===== config.mk =====
export PLATFORM = sky130hd
export DESIGN_NAME = raster_engine
export DESIGN_NICKNAME = d
export VERILOG_FILES = /design/src/rtl/raster_engine.sv
export SDC_FILE = /design/constraint.sdc
export NUM_CORES = 1
export LEC_CHECK = 0
export ABC_AREA = 1
export BUFFER_PORTS_ARGS = -buffer_cell sky130_fd_sc_hd__buf_2
export CAP_MARGIN = 20
export CORE_ASPECT_RATIO = 1.1
export CORE_MARGIN = 1
export CORE_UTILIZATION = 30
export CTS_CLUSTER_DIAMETER = 120
export CTS_CLUSTER_SIZE = 28
export DETAILED_ROUTE_END_ITERATION = 10
export PLACE_DENSITY = 0.5
export RECOVER_POWER = 50
export SYNTH_ARGS = -nofsm -noshare
export SYNTH_HDL_FRONTEND = slang
export SYNTH_SLANG_ARGS = --single-unit

===== constraint.sdc =====
create_clock -name clk -period 13 [get_ports clk]
set_input_delay 3.25 -clock clk [delete_from_list [all_inputs] [get_ports clk]]
set_output_delay 3.25 -clock clk [all_outputs]
set_load 0.05 [all_outputs]

===== src/rtl/raster_engine.sv =====
// Pixel rasterizer: frame buffer with pixel/line/rect/clear drawing and a flow-controlled raster scanout.
// Optional RASTER_AUTO_SCAN_EN: every finished drawing command chains straight into a scan.
module raster_engine #(
    parameter int XW = 3,
    parameter int YW = 3,
    parameter int PW = 4
) (
    input  logic          clk,
    input  logic          rst,
    input  logic          cmd_valid,
    output logic          cmd_ready,
    input  logic [2:0]    cmd,
    input  logic [XW-1:0] x1,
    input  logic [YW-1:0] y1,
    input  logic [XW-1:0] x2,
    input  logic [YW-1:0] y2,
    input  logic [XW:0]   width,
    input  logic [YW:0]   height,
    input  logic [PW-1:0] color,
    output logic          pix_valid,
    input  logic          pix_ready,
    output logic [PW-1:0] pix_data,
    output logic [XW-1:0] pix_x,
    output logic [YW-1:0] pix_y,
    output logic          frame_sync,
    output logic          pix_last,
    output logic          busy
);

    localparam int AW   = XW + YW;
    localparam int NPIX = 1 << AW;
    localparam int NX   = 1 << XW;
    localparam int EW   = XW + YW + 2;

    localparam logic [XW-1:0]   XMAX  = '1;
    localparam logic [YW-1:0]   YMAX  = '1;
    localparam logic [XW-1:0]   X_ONE = 1;
    localparam logic [YW-1:0]   Y_ONE = 1;
    localparam logic [XW+1:0]   XE_ONE = 1;
    localparam logic [YW+1:0]   YE_ONE = 1;
    localparam logic signed [EW-1:0] E_ZERO = '0;

    localparam logic [2:0] CMD_PIXEL = 3'd1;
    localparam logic [2:0] CMD_LINE  = 3'd2;
    localparam logic [2:0] CMD_RECT  = 3'd3;
    localparam logic [2:0] CMD_CLEAR = 3'd4;
    localparam logic [2:0] CMD_SCAN  = 3'd5;

    typedef enum logic [2:0] {S_IDLE, S_PIXEL, S_LINE, S_RECT, S_CLEAR, S_SCAN} state_e;

`ifdef RASTER_AUTO_SCAN_EN
    localparam state_e DRAW_DONE = S_SCAN;
`else
    localparam state_e DRAW_DONE = S_IDLE;
`endif

    state_e state_q, state_d;
    logic   scan_start;

    logic [XW-1:0] cx_q, cx_d, ex_q, ex_d, x0_q, x0_d;
    logic [YW-1:0] cy_q, cy_d, ey_q, ey_d;
    logic          sx_q, sx_d, sy_q, sy_d, empty_q, empty_d;
    logic signed [EW-1:0] dx_q, dx_d, dy_q, dy_d, err_q, err_d;
    logic [PW-1:0] color_q, color_d;

    logic          pix_valid_q, pix_valid_d, frame_sync_q, frame_sync_d, pix_last_q, pix_last_d;
    logic [PW-1:0] pix_data_q, pix_data_d;
    logic [XW-1:0] pix_x_q, pix_x_d;
    logic [YW-1:0] pix_y_q, pix_y_d;

    logic [PW-1:0] frame_q [NPIX];
    logic [PW-1:0] frame_d [NPIX];

    logic wr_en, row_wr_en, line_end, rect_end, step_x, step_y;
    logic signed [EW-1:0] e2, adx_s, ady_s;
    logic [XW-1:0] adx, rect_xl, scan_nx;
    logic [YW-1:0] ady, rect_yl, scan_ny;
    logic [XW+1:0] rect_xe;
    logic [YW+1:0] rect_ye;

    assign line_end = (cx_q == ex_q) && (cy_q == ey_q);
    assign rect_end = empty_q || ((cx_q == ex_q) && (cy_q == ey_q));
    assign e2       = err_q <<< 1;
    assign step_x   = (e2 >= dy_q);
    assign step_y   = (e2 <= dx_q);

    assign adx   = (x2 >= x1) ? x2 - x1 : x1 - x2;
    assign ady   = (y2 >= y1) ? y2 - y1 : y1 - y2;
    assign adx_s = $signed({{(EW-XW){1'b0}}, adx});
    assign ady_s = $signed({{(EW-YW){1'b0}}, ady});

    // Last visited column/row of a rectangle, clipped to the frame edge.
    assign rect_xe = {2'b00, x1} + {1'b0, width} - XE_ONE;
    assign rect_ye = {2'b00, y1} + {1'b0, height} - YE_ONE;
    assign rect_xl = (rect_xe > {2'b00, XMAX}) ? XMAX : rect_xe[XW-1:0];
    assign rect_yl = (rect_ye > {2'b00, YMAX}) ? YMAX : rect_ye[YW-1:0];

    assign scan_nx = (pix_x_q == XMAX) ? '0 : pix_x_q + X_ONE;
    assign scan_ny = (pix_x_q == XMAX) ? pix_y_q + Y_ONE : pix_y_q;

    always_ff @(posedge clk or posedge rst) begin
        if (rst) state_q <= S_IDLE;
        else     state_q <= state_d;
    end

    always_comb begin
        state_d = state_q;
        case (state_q)
            S_IDLE: begin
                if (cmd_valid) begin
                    case (cmd)
                        CMD_PIXEL: state_d = S_PIXEL;
                        CMD_LINE:  state_d = S_LINE;
                        CMD_RECT:  state_d = S_RECT;
                        CMD_CLEAR: state_d = S_CLEAR;
                        CMD_SCAN:  state_d = S_SCAN;
                        default:   state_d = S_IDLE;
                    endcase
                end
            end
            S_PIXEL: state_d = DRAW_DONE;
            S_LINE:  if (line_end) state_d = DRAW_DONE;
            S_RECT:  if (rect_end) state_d = DRAW_DONE;
            S_CLEAR: if (cy_q == YMAX) state_d = DRAW_DONE;
            S_SCAN:  if (pix_valid_q && pix_ready && pix_last_q) state_d = S_IDLE;
            default: state_d = S_IDLE;
        endcase
        scan_start = (state_d == S_SCAN) && (state_q != S_SCAN);
    end

    always_comb begin
        cmd_ready = (state_q == S_IDLE);
        busy      = !cmd_ready;
        wr_en     = (state_q == S_PIXEL) || (state_q == S_LINE) ||
                    ((state_q == S_RECT) && !empty_q);
        row_wr_en = (state_q == S_CLEAR);
    end

    // Next buffer image; scanout reads it so a beat loaded on a write edge sees that write.
    always_comb begin
        frame_d = frame_q;
        if (wr_en) frame_d[{cy_q, cx_q}] = color_q;
        if (row_wr_en) begin
            for (int i = 0; i < NX; i++) frame_d[{cy_q, i[XW-1:0]}] = color_q;
        end
    end

    always_comb begin
        cx_d = cx_q;   cy_d = cy_q;   ex_d = ex_q;   ey_d = ey_q;   x0_d = x0_q;
        sx_d = sx_q;   sy_d = sy_q;   dx_d = dx_q;   dy_d = dy_q;   err_d = err_q;
        empty_d = empty_q;   color_d = color_q;
        pix_valid_d = pix_valid_q;   pix_data_d = pix_data_q;
        pix_x_d = pix_x_q;   pix_y_d = pix_y_q;
        frame_sync_d = frame_sync_q;   pix_last_d = pix_last_q;
        case (state_q)
            S_IDLE: begin
                if (cmd_valid) begin
                    color_d = color;
                    cx_d    = x1;
                    cy_d    = (cmd == CMD_CLEAR) ? '0 : y1;
                    x0_d    = x1;
                    ex_d    = (cmd == CMD_RECT) ? rect_xl : x2;
                    ey_d    = (cmd == CMD_RECT) ? rect_yl : y2;
                    sx_d    = (x2 < x1);
                    sy_d    = (y2 < y1);
                    dx_d    = adx_s;
                    dy_d    = -ady_s;
                    err_d   = adx_s - ady_s;
                    empty_d = (width == '0) || (height == '0);
                end
            end
            S_LINE: begin
                if (!line_end) begin
                    err_d = err_q + (step_x ? dy_q : E_ZERO) + (step_y ? dx_q : E_ZERO);
                    if (step_x) cx_d = sx_q ? cx_q - X_ONE : cx_q + X_ONE;
                    if (step_y) cy_d = sy_q ? cy_q - Y_ONE : cy_q + Y_ONE;
                end
            end
            S_RECT: begin
                if (!empty_q) begin
                    if (cx_q == ex_q) begin
                        cx_d = x0_q;
                        cy_d = cy_q + Y_ONE;
                    end else begin
                        cx_d = cx_q + X_ONE;
                    end
                end
            end
            S_CLEAR: cy_d = cy_q + Y_ONE;
            S_SCAN: begin
                if (pix_valid_q && pix_ready) begin
                    if (pix_last_q) begin
                        pix_valid_d  = 1'b0;
                        frame_sync_d = 1'b0;
                        pix_last_d   = 1'b0;
                    end else begin
                        pix_x_d      = scan_nx;
                        pix_y_d      = scan_ny;
                        pix_data_d   = frame_d[{scan_ny, scan_nx}];
                        frame_sync_d = 1'b0;
                        pix_last_d   = (scan_nx == XMAX) && (scan_ny == YMAX);
                    end
                end
            end
            default: ;
        endcase
        if (scan_start) begin
            pix_valid_d  = 1'b1;
            pix_x_d      = '0;
            pix_y_d      = '0;
            pix_data_d   = frame_d[0];
            frame_sync_d = 1'b1;
            pix_last_d   = 1'b0;
        end
    end

    always_ff @(posedge clk or posedge rst) begin
        if (rst) begin
            cx_q <= '0;  cy_q <= '0;  ex_q <= '0;  ey_q <= '0;  x0_q <= '0;
            sx_q <= 1'b0;  sy_q <= 1'b0;  empty_q <= 1'b0;
            dx_q <= '0;  dy_q <= '0;  err_q <= '0;  color_q <= '0;
            pix_valid_q <= 1'b0;  pix_data_q <= '0;  pix_x_q <= '0;  pix_y_q <= '0;
            frame_sync_q <= 1'b0;  pix_last_q <= 1'b0;
        end else begin
            cx_q <= cx_d;  cy_q <= cy_d;  ex_q <= ex_d;  ey_q <= ey_d;  x0_q <= x0_d;
            sx_q <= sx_d;  sy_q <= sy_d;  empty_q <= empty_d;
            dx_q <= dx_d;  dy_q <= dy_d;  err_q <= err_d;  color_q <= color_d;
            pix_valid_q <= pix_valid_d;  pix_data_q <= pix_data_d;
            pix_x_q <= pix_x_d;  pix_y_q <= pix_y_d;
            frame_sync_q <= frame_sync_d;  pix_last_q <= pix_last_d;
        end
    end

    always_ff @(posedge clk or posedge rst) begin
        if (rst) begin
            for (int i = 0; i < NPIX; i++) frame_q[i] <= '0;
        end else begin
            frame_q <= frame_d;
        end
    end

    assign pix_valid  = pix_valid_q;
    assign pix_data   = pix_data_q;
    assign pix_x      = pix_x_q;
    assign pix_y      = pix_y_q;
    assign frame_sync = frame_sync_q;
    assign pix_last   = pix_last_q;

endmodule


==> reports/qor.yml, run 1 <==
clock_network:
  clock_latency_ns: 0.54
  ctsResizeCount: 0
  ctsRootBufferMaster: "clkbuf_16"
  clk_path_buf_depth: 3
  clkTransAtPathRegs_ns: 0.12
  numCtsBuffers: 15
  cts_hold_buf: 0
  htreeDepth: 1
  cts_sinks: 309
  cts_tree: "built"
  cts_setup_buffers: 0
yosys:
  syn_area_mm2: 0.0185
  ys_warn_count: 0
  postSynthAreaPerCell_um2: 7.20
  ys_types: 48
  synth_top_area_share: 0.418
  synth-seq-area-share: 0.418
  synth_async_sr_flop_share: 1.00
  yosysTopAreaCell: "dfrtp_1"
  synth_seq_cells: 309
  synthFlopType: "dfrtp_1"
  ys_top_cells_by_count: "nand2_1 (826), nand3_1 (620), dfrtp_1 (309)"
  synth_edf_count: 0
  netlist_instances: 2569
  syn-num-nets: 2665
  synth.most_common_cell: "nand2_1"
  synth_area_leaders: "dfrtp_1 (42%), nand3_1 (17%), nand2_1 (17%)"
setup_path:
  reg2reg_depth: 14
  r2r_start: "state_q[1]$_DFF_PP0_"
  worst_path_max_delay_cell: "clkinvlp_2"
  endpoint_kind: "asynchronous set/reset pin"
  cpPeakStageDelay_ns: 2.42
  path_max_fanout: 92
  worst_ep_arrival_time_ns: 6.97
  rrSetupSlack_ns: 7.72
  critPathLaunchType: "input pin"
  timing.rr.end: "pix_data[2]$_DFFE_PP0P_"
  worstPathCellList: "buf_2 -> clkinvlp_2 -> buf_4"
  crit_required_ns: 13.47
  path_class: "in2async"
  crit_path_start: "rst"
global_routing:
  gr-total-overflow: 0
  grt_max_degree: 131
  antenna_found_initial: 2
  grt_usage: 0.198
  grt_pass1_vias: 17000
  grt_pass1_wl_mm: 97.9
timing:
  hold_viol: 0
  rsz0062_at_grt: "false"
  setup_ws_ns: 6.50
  hold_slack_ns: 0.476
  finalCritPeriodShare: 0.500
  worstMarginPinSlew_ns: 4.40
  slew_headroom: -1.95
  fmax_mhz: 154
  fin_crit_ns: 6.50
  timing.final.setup_violations: 0
  final_max_slew_viol_count: 132
  finalSetupTns_ns: 0
  finClkSkew_ns: 0.0298
run:
  drv_cap: 2
detailed_routing:
  ant_nets: 0
  drt_iter0_drc: 1451
  wl_mm: 61.7
  drc: 0
  dr.pass1.iters: 6
  vias: 17200
  viasPerCell: 5.10
  wire_per_inst_um: 18.3
layout:
  design_area_mm2: 0.0199
  nFillCells: 6537
  area_growth_pct: 7.34
  drive_above_1_share: 0.0492
  fin_nets: 2634
  diodes: 0
placed_design:
  place_hpwl_mm: 39.8
  place_area_mm2: 0.0194
  dpl_worst_slack_ns: 7.00
  io_buffer_count: 45
  place_congestion: 0.904
floorplan:
  die_x_um: 239
  rows: 95
  coreArea_mm2: 0.0610
  die-area_mm2: 0.0627
  num_io_pins: 46
  start_util: 0.303
  die_h_um: 262
status:
  status: "complete, but fails checks"
  violations: "capacitance limit, slew limit"
pwr:
  cellPowerDensity_mw_per_mm2: 241
  p_leak_nw: 10.3
  peakVddDrop_v: 0.000155
worst_hold_path:
  hold_path_depth: 2
  min_path_type: "reg2reg"
  holdCritStartpoint: "frame_q[227]$_DFF_PP0_"
  whs_endpoint: "frame_q[227]$_DFF_PP0_"
metrics by stage:
stage	power [mW]	util	instances
3_5_place_dp	4.23	0.319	3343
4_1_cts	4.81	0.326	3364
5_1_grt	5.19	0.326	3366
3_3_place_gp	4.19	0.318	3342
6_report	4.79	0.326	3366
2_1_floorplan	3.39	-	2569
logic make-up (layout without fill, tap and decap cells):
group	count (synthesis)	count (layout)	share of synthesized area
fa+ha+maj	65	65	0.0484
buf+inv	312	285	0.0710
mux	1	1	0.000541
flops	309	309	0.418
xor+xnor	21	21	0.00994
compound gates	168	168	0.0519
simple gates	1693	1693	0.400
registers in the layout, summed over array words and instances (netlist names):
| register | count |
|---|---|
| cy_q | 3 |
| ex_q | 3 |
| dy_q | 5 |
| err_q | 7 |
| pix_x | 3 |
| state_q | 3 |
| x0_q | 3 |
| pix_data | 4 |
| ey_q | 3 |
| sy_q | 1 |
| frame_q | 256 |
| cx_q | 3 |
| color_q | 4 |
| pix_last | 1 |
| empty_q | 1 |
| dx_q | 3 |
| pix_y | 3 |
| frame_sync | 1 |
| sx_q | 1 |
| pix_valid | 1 |
critical path, delay by kind of cell:
| family | cells | cell delay (ns) |
|---|---|---|
| buffers and inverters | 3 | 3.60 |
cells in the final DEF, fill, tap and decap left out, types with 3 or more instances in the layout:
cell,n
dfrtp_2,4
o211ai_1,12
fa_1,11
nand3b_1,25
nor3_1,4
a21oi_1,32
inv_2,6
inv_1,176
nor2_1,162
nor4_1,5
buf_2,45
clkinv_1,4
buf_4,24
and2_0,10
nand4_1,4
clkbuf_16,15
xor2_1,12
o22ai_1,4
a22oi_1,3
ha_1,53
nand3_2,4
nor2_4,3
xnor2_1,8
o21ai_0,91
clkbuf_1,4
nand3_1,623
nand2_1,833
dfrtp_1,305
o21a_1,7
and2_1,12
or2_2,5
worst max path at each step:
stage / to / slack (ns) / cells after the start
finish: color_q[1]$_DFFE_PP0P_ / 6.50 / 3
global route: color_q[2]$_DFFE_PP0P_ / 5.82 / 3
CTS: pix_x[2]$_DFFE_PP0P_ / 7.58 / 14
detailed placement: pix_x[2]$_DFFE_PP0P_ / 7.00 / 14
global placement: pix_x[1]$_DFFE_PP0P_ / 7.10 / 14
floorplan: color_q[0]$_DFFE_PP0P_ / 1.21 / 1
power by group:
part	internal [mW]	switching, mW
logic	0.822	1.87
registers	1.35	0.181
clock network	0.220	0.350
area by class of cell:
cell class / instances / area, um^2 / share of cell area
clock inverter: 3 / 40.0 / 0.00202
clock buffer: 18 / 387 / 0.0195
multi-input combinational: 1948 / 9450 / 0.476
timing repair buffer: 74 / 495 / 0.0249
inverter: 190 / 721 / 0.0363
sequential: 309 / 7740 / 0.390
tap: 824 / 1030 / 0.0519
metal layers:
layer | global-route usage | up-vias | share of wire
met4 | 0.0560 | 4 | 0.026
met3 | 0.0221 | 84 | 0.053
li1 | - | 8355 | -
met5 | 0 | - | 0.00042
met2 | 0.326 | 474 | 0.46
met1 | 0.272 | 8253 | 0.46
Note: power is estimated with default switching activity, not from simulation.
==> run 2, diff against run 1 <==
PLACE_DENSITY = 0.52   (was 0.5)
clock period = 5.45 ns   (was 13 ns; I/O delays follow)
==> run 2 against run 1 <==
  * The run still ends with capacitance limit, slew limit left
  * Sequential power up 140%
  * Design area grew 0.33%
  * Global-route usage down 0.49 points
  * Core utilization up 0.11 points
  * Die area is the same
==> reports/qor.yml, run 2 (synthesized netlist as in run 1, its figures left out) <==
clock_network:
  cts_setup_buffers: 0  # unchanged
  htreeDepth: 1  # unchanged
  ctsResizeCount: 0  # unchanged
  cts_hold_buf: 0  # unchanged
  clock_latency_ns: 0.54  # about the same
  clkTransAtPathRegs_ns: 0.12  # about the same
  ctsRootBufferMaster: "clkbuf_16"
  cts_sinks: 309  # unchanged
  clk_path_buf_depth: 3  # unchanged
  cts_tree: "built"
  numCtsBuffers: 15  # unchanged
layout:
  mostFrequentLayoutCell: "nand2_1"
  largest_reg_flops: 256  # unchanged
  nFillCells: 6474  # -0.96%
  largest_register: "frame_q"
  layout.cells.non_filler: 3371  # +0.15%
  reg_top3: "frame_q x256, err_q x7, dy_q x5"
  area_growth_pct: 7.70
  multi_input_area_mm2: 0.00946  # +0.11%
  seq_area_mm2: 0.00774  # unchanged
  drive_above_1_share: 0.0546  # +0.00542
  fin_nets: 2638  # +0.15%
  layout_common_cells: "nand2_1 (829), nand3_1 (620), dfrtp_1 (305), inv_1 (170), nor2_1 (162)"
timing:
  finClkSkew_ns: 0.0385  # +0.00866 ns
  hold_viol: 0  # unchanged
  finalSetupTns_ns: 0  # unchanged
  fin_crit_ns: 4.11
  timing.final.setup_violations: 0  # unchanged
  slew_headroom: -0.252  # +1.70
  rsz0062_at_grt: "false"
  fmax_mhz: 243
  worstMarginPinSlew_ns: 1.87  # -2.53 ns
  finalCritPeriodShare: 0.755
  final_max_slew_viol_count: 84  # -36%
  setup_ws_ns: 1.34  # -5.16 ns
placed_design:
  dpl_worst_slack_ns: 1.34  # -5.66 ns
  io_buffer_count: 45  # unchanged
  place_hpwl_mm: 39.7  # -0.29%
  place_congestion: 0.882  # -2.5%
  dp.cells: 3348  # +0.15%
detailed_routing:
  viasPerCell: 5.14  # +0.68%
  wl_mm: 60.3  # -2.3%
  drc: 0  # unchanged
  dr.pass1.iters: 6  # unchanged
  vias: 17300  # +0.83%
  wire_per_inst_um: 17.9  # -2.4%
  drt_iter0_drc: 1557  # +7.3%
  ant_nets: 0  # unchanged
setup_path:
  critPathLaunchType: "flip-flop"
  endpoint_kind: "flip-flop"
  worst_path_max_delay_cell: "nor2_1"
  worstPathCellList: "inv_2 -> o21ai_2 -> nor2_1 -> clkbuf_1 -> nand2_1 -> nand2_1 -> nand2_1 -> nand3_1 -> nand3_1 -> nand3_1 -> nand2_1 -> nor2_1 -> nand2_1 -> nand3_1 -> nand3_1 -> nand2_1 -> nand2_1"
  worst-path-buf-inv: 2  # -1
  cpPeakStageDelay_ns: 1.24  # -1.18 ns
  r2r_start: "state_q[2]$_DFF_PP0_"
  crit_required_ns: 5.88  # -7.59 ns
  path_common_cell: "nand2_1"
  crit_path_start: "state_q[2]$_DFF_PP0_"
  worst_ep_arrival_time_ns: 4.55  # -2.42 ns
  path_class: "reg2reg"
  crit_family: "simple AND/OR/NAND/NOR gates"
  path_max_fanout: 16  # -83%
pwr:
  p_leak_nw: 10.4  # +0.33%
  peakVddDrop_v: 0.000387  # +150%
  p_seq_frac: 0.319  # about the same
  clkPwrFrac: 0.123  # +0.004
  combPwrFrac: 0.558  # -0.003
  cellPowerDensity_mw_per_mm2: 574  # +140%
  power.internal_mw: 5.79  # +140%
  power_switching_share: 0.494  # -0.00624
  p_switching_mw: 5.66  # +140%
floorplan:
  coreArea_mm2: 0.0610  # unchanged
  num_io_pins: 46  # unchanged
  die-area_mm2: 0.0627  # unchanged
  die_h_um: 262  # unchanged
  start_util: 0.303  # unchanged
  rows: 95  # unchanged
  die_x_um: 239  # unchanged
run:
  drv_cap: 3  # +1
status:
  status: "complete, but fails checks"
  violations: "capacitance limit, slew limit"
global_routing:
  gr-total-overflow: 0  # unchanged
  antenna_found_initial: 3  # +1
  grt_usage: 0.193  # -0.00490
  grt_pass1_vias: 16900  # -0.44%
  grt_max_degree: 111  # -15%
  grt_pass1_wl_mm: 95.5  # -2.5%
worst_hold_path:
  min_path_type: "reg2reg"
  holdCritStartpoint: "frame_q[179]$_DFF_PP0_"
-- run 2: cell count changes in the layout (fill, tap and decap cells not counted), sizes merged --
cell,delta
clkbuf,+5
diode,+1
clkinv,-3
inv,+2
bufinv,+1
clkinvlp,-1
-- run 2: power by group through the flow --
stage / sequential (mW) / combinational (mW) / clock [mW]
finish: 3.65 / 6.39 / 1.41
global route: 3.75 / 7.12 / 1.53
CTS: 3.65 / 6.36 / 1.46
detailed placement: 3.70 / 6.34 / 0
global placement: 3.67 / 6.24 / 0
floorplan: 3.64 / 4.45 / 0
-- run 2: area by class of cell --
type / count / share of cell area
diodes: 1 / 0.000126
clock buffers: 19 / 0.0206
clock inverters: 2 / 0.00251
inverters: 190 / 0.0362
multi-input cells: 1948 / 0.475
flip-flops and latches: 309 / 0.388
well taps: 824 / 0.0517
repair buffers: 78 / 0.0258
-- run 2: tightest hold or removal path: stages, from the launching register on --
cell     delay (ns)
dfrtp_1        0.33
nand2_1        0.06
nand2_1        0.06
-- run 2: final timing paths --
check	cells past startpoint	slack, ns	endpoint
hold / removal	2	0.47	frame_q[179]$_DFF_PP0_
hold reg to reg	2	0.47	frame_q[179]$_DFF_PP0_
setup reg to reg	17	1.34	pix_data[0]$_DFFE_PP0P_
min in group asynchronous	2	1.28	frame_q[83]$_DFF_PP0_
max in group asynchronous	4	1.78	frame_q[195]$_DFF_PP0_
setup / recovery	17	1.34	pix_data[0]$_DFFE_PP0P_
-- run 2: per-stage QoR --
stage / total power [mW] / hold slack [ns] / cell area [um^2] / utilization
2_1_floorplan: 8.09 / 0.437 / 18500 / -
3_3_place_gp: 9.91 / 0.448 / 19500 / 0.320
3_5_place_dp: 10.0 / 0.454 / 19500 / 0.320
4_1_cts: 11.5 / 0.475 / 19900 / 0.327
5_1_grt: 12.4 / 0.490 / 19900 / 0.327
6_report: 11.4 / 0.471 / 19900 / 0.327
-- run 2: metal layers --
metal / GRT usage / up-vias / routed length (um)
met5: 0 / - / 17
met1: 0.268 / 8354 / 27200
met2: 0.316 / 513 / 28200
met4: 0.0567 / 4 / 1500
li1: - / 8357 / -
met3: 0.0191 / 84 / 3420
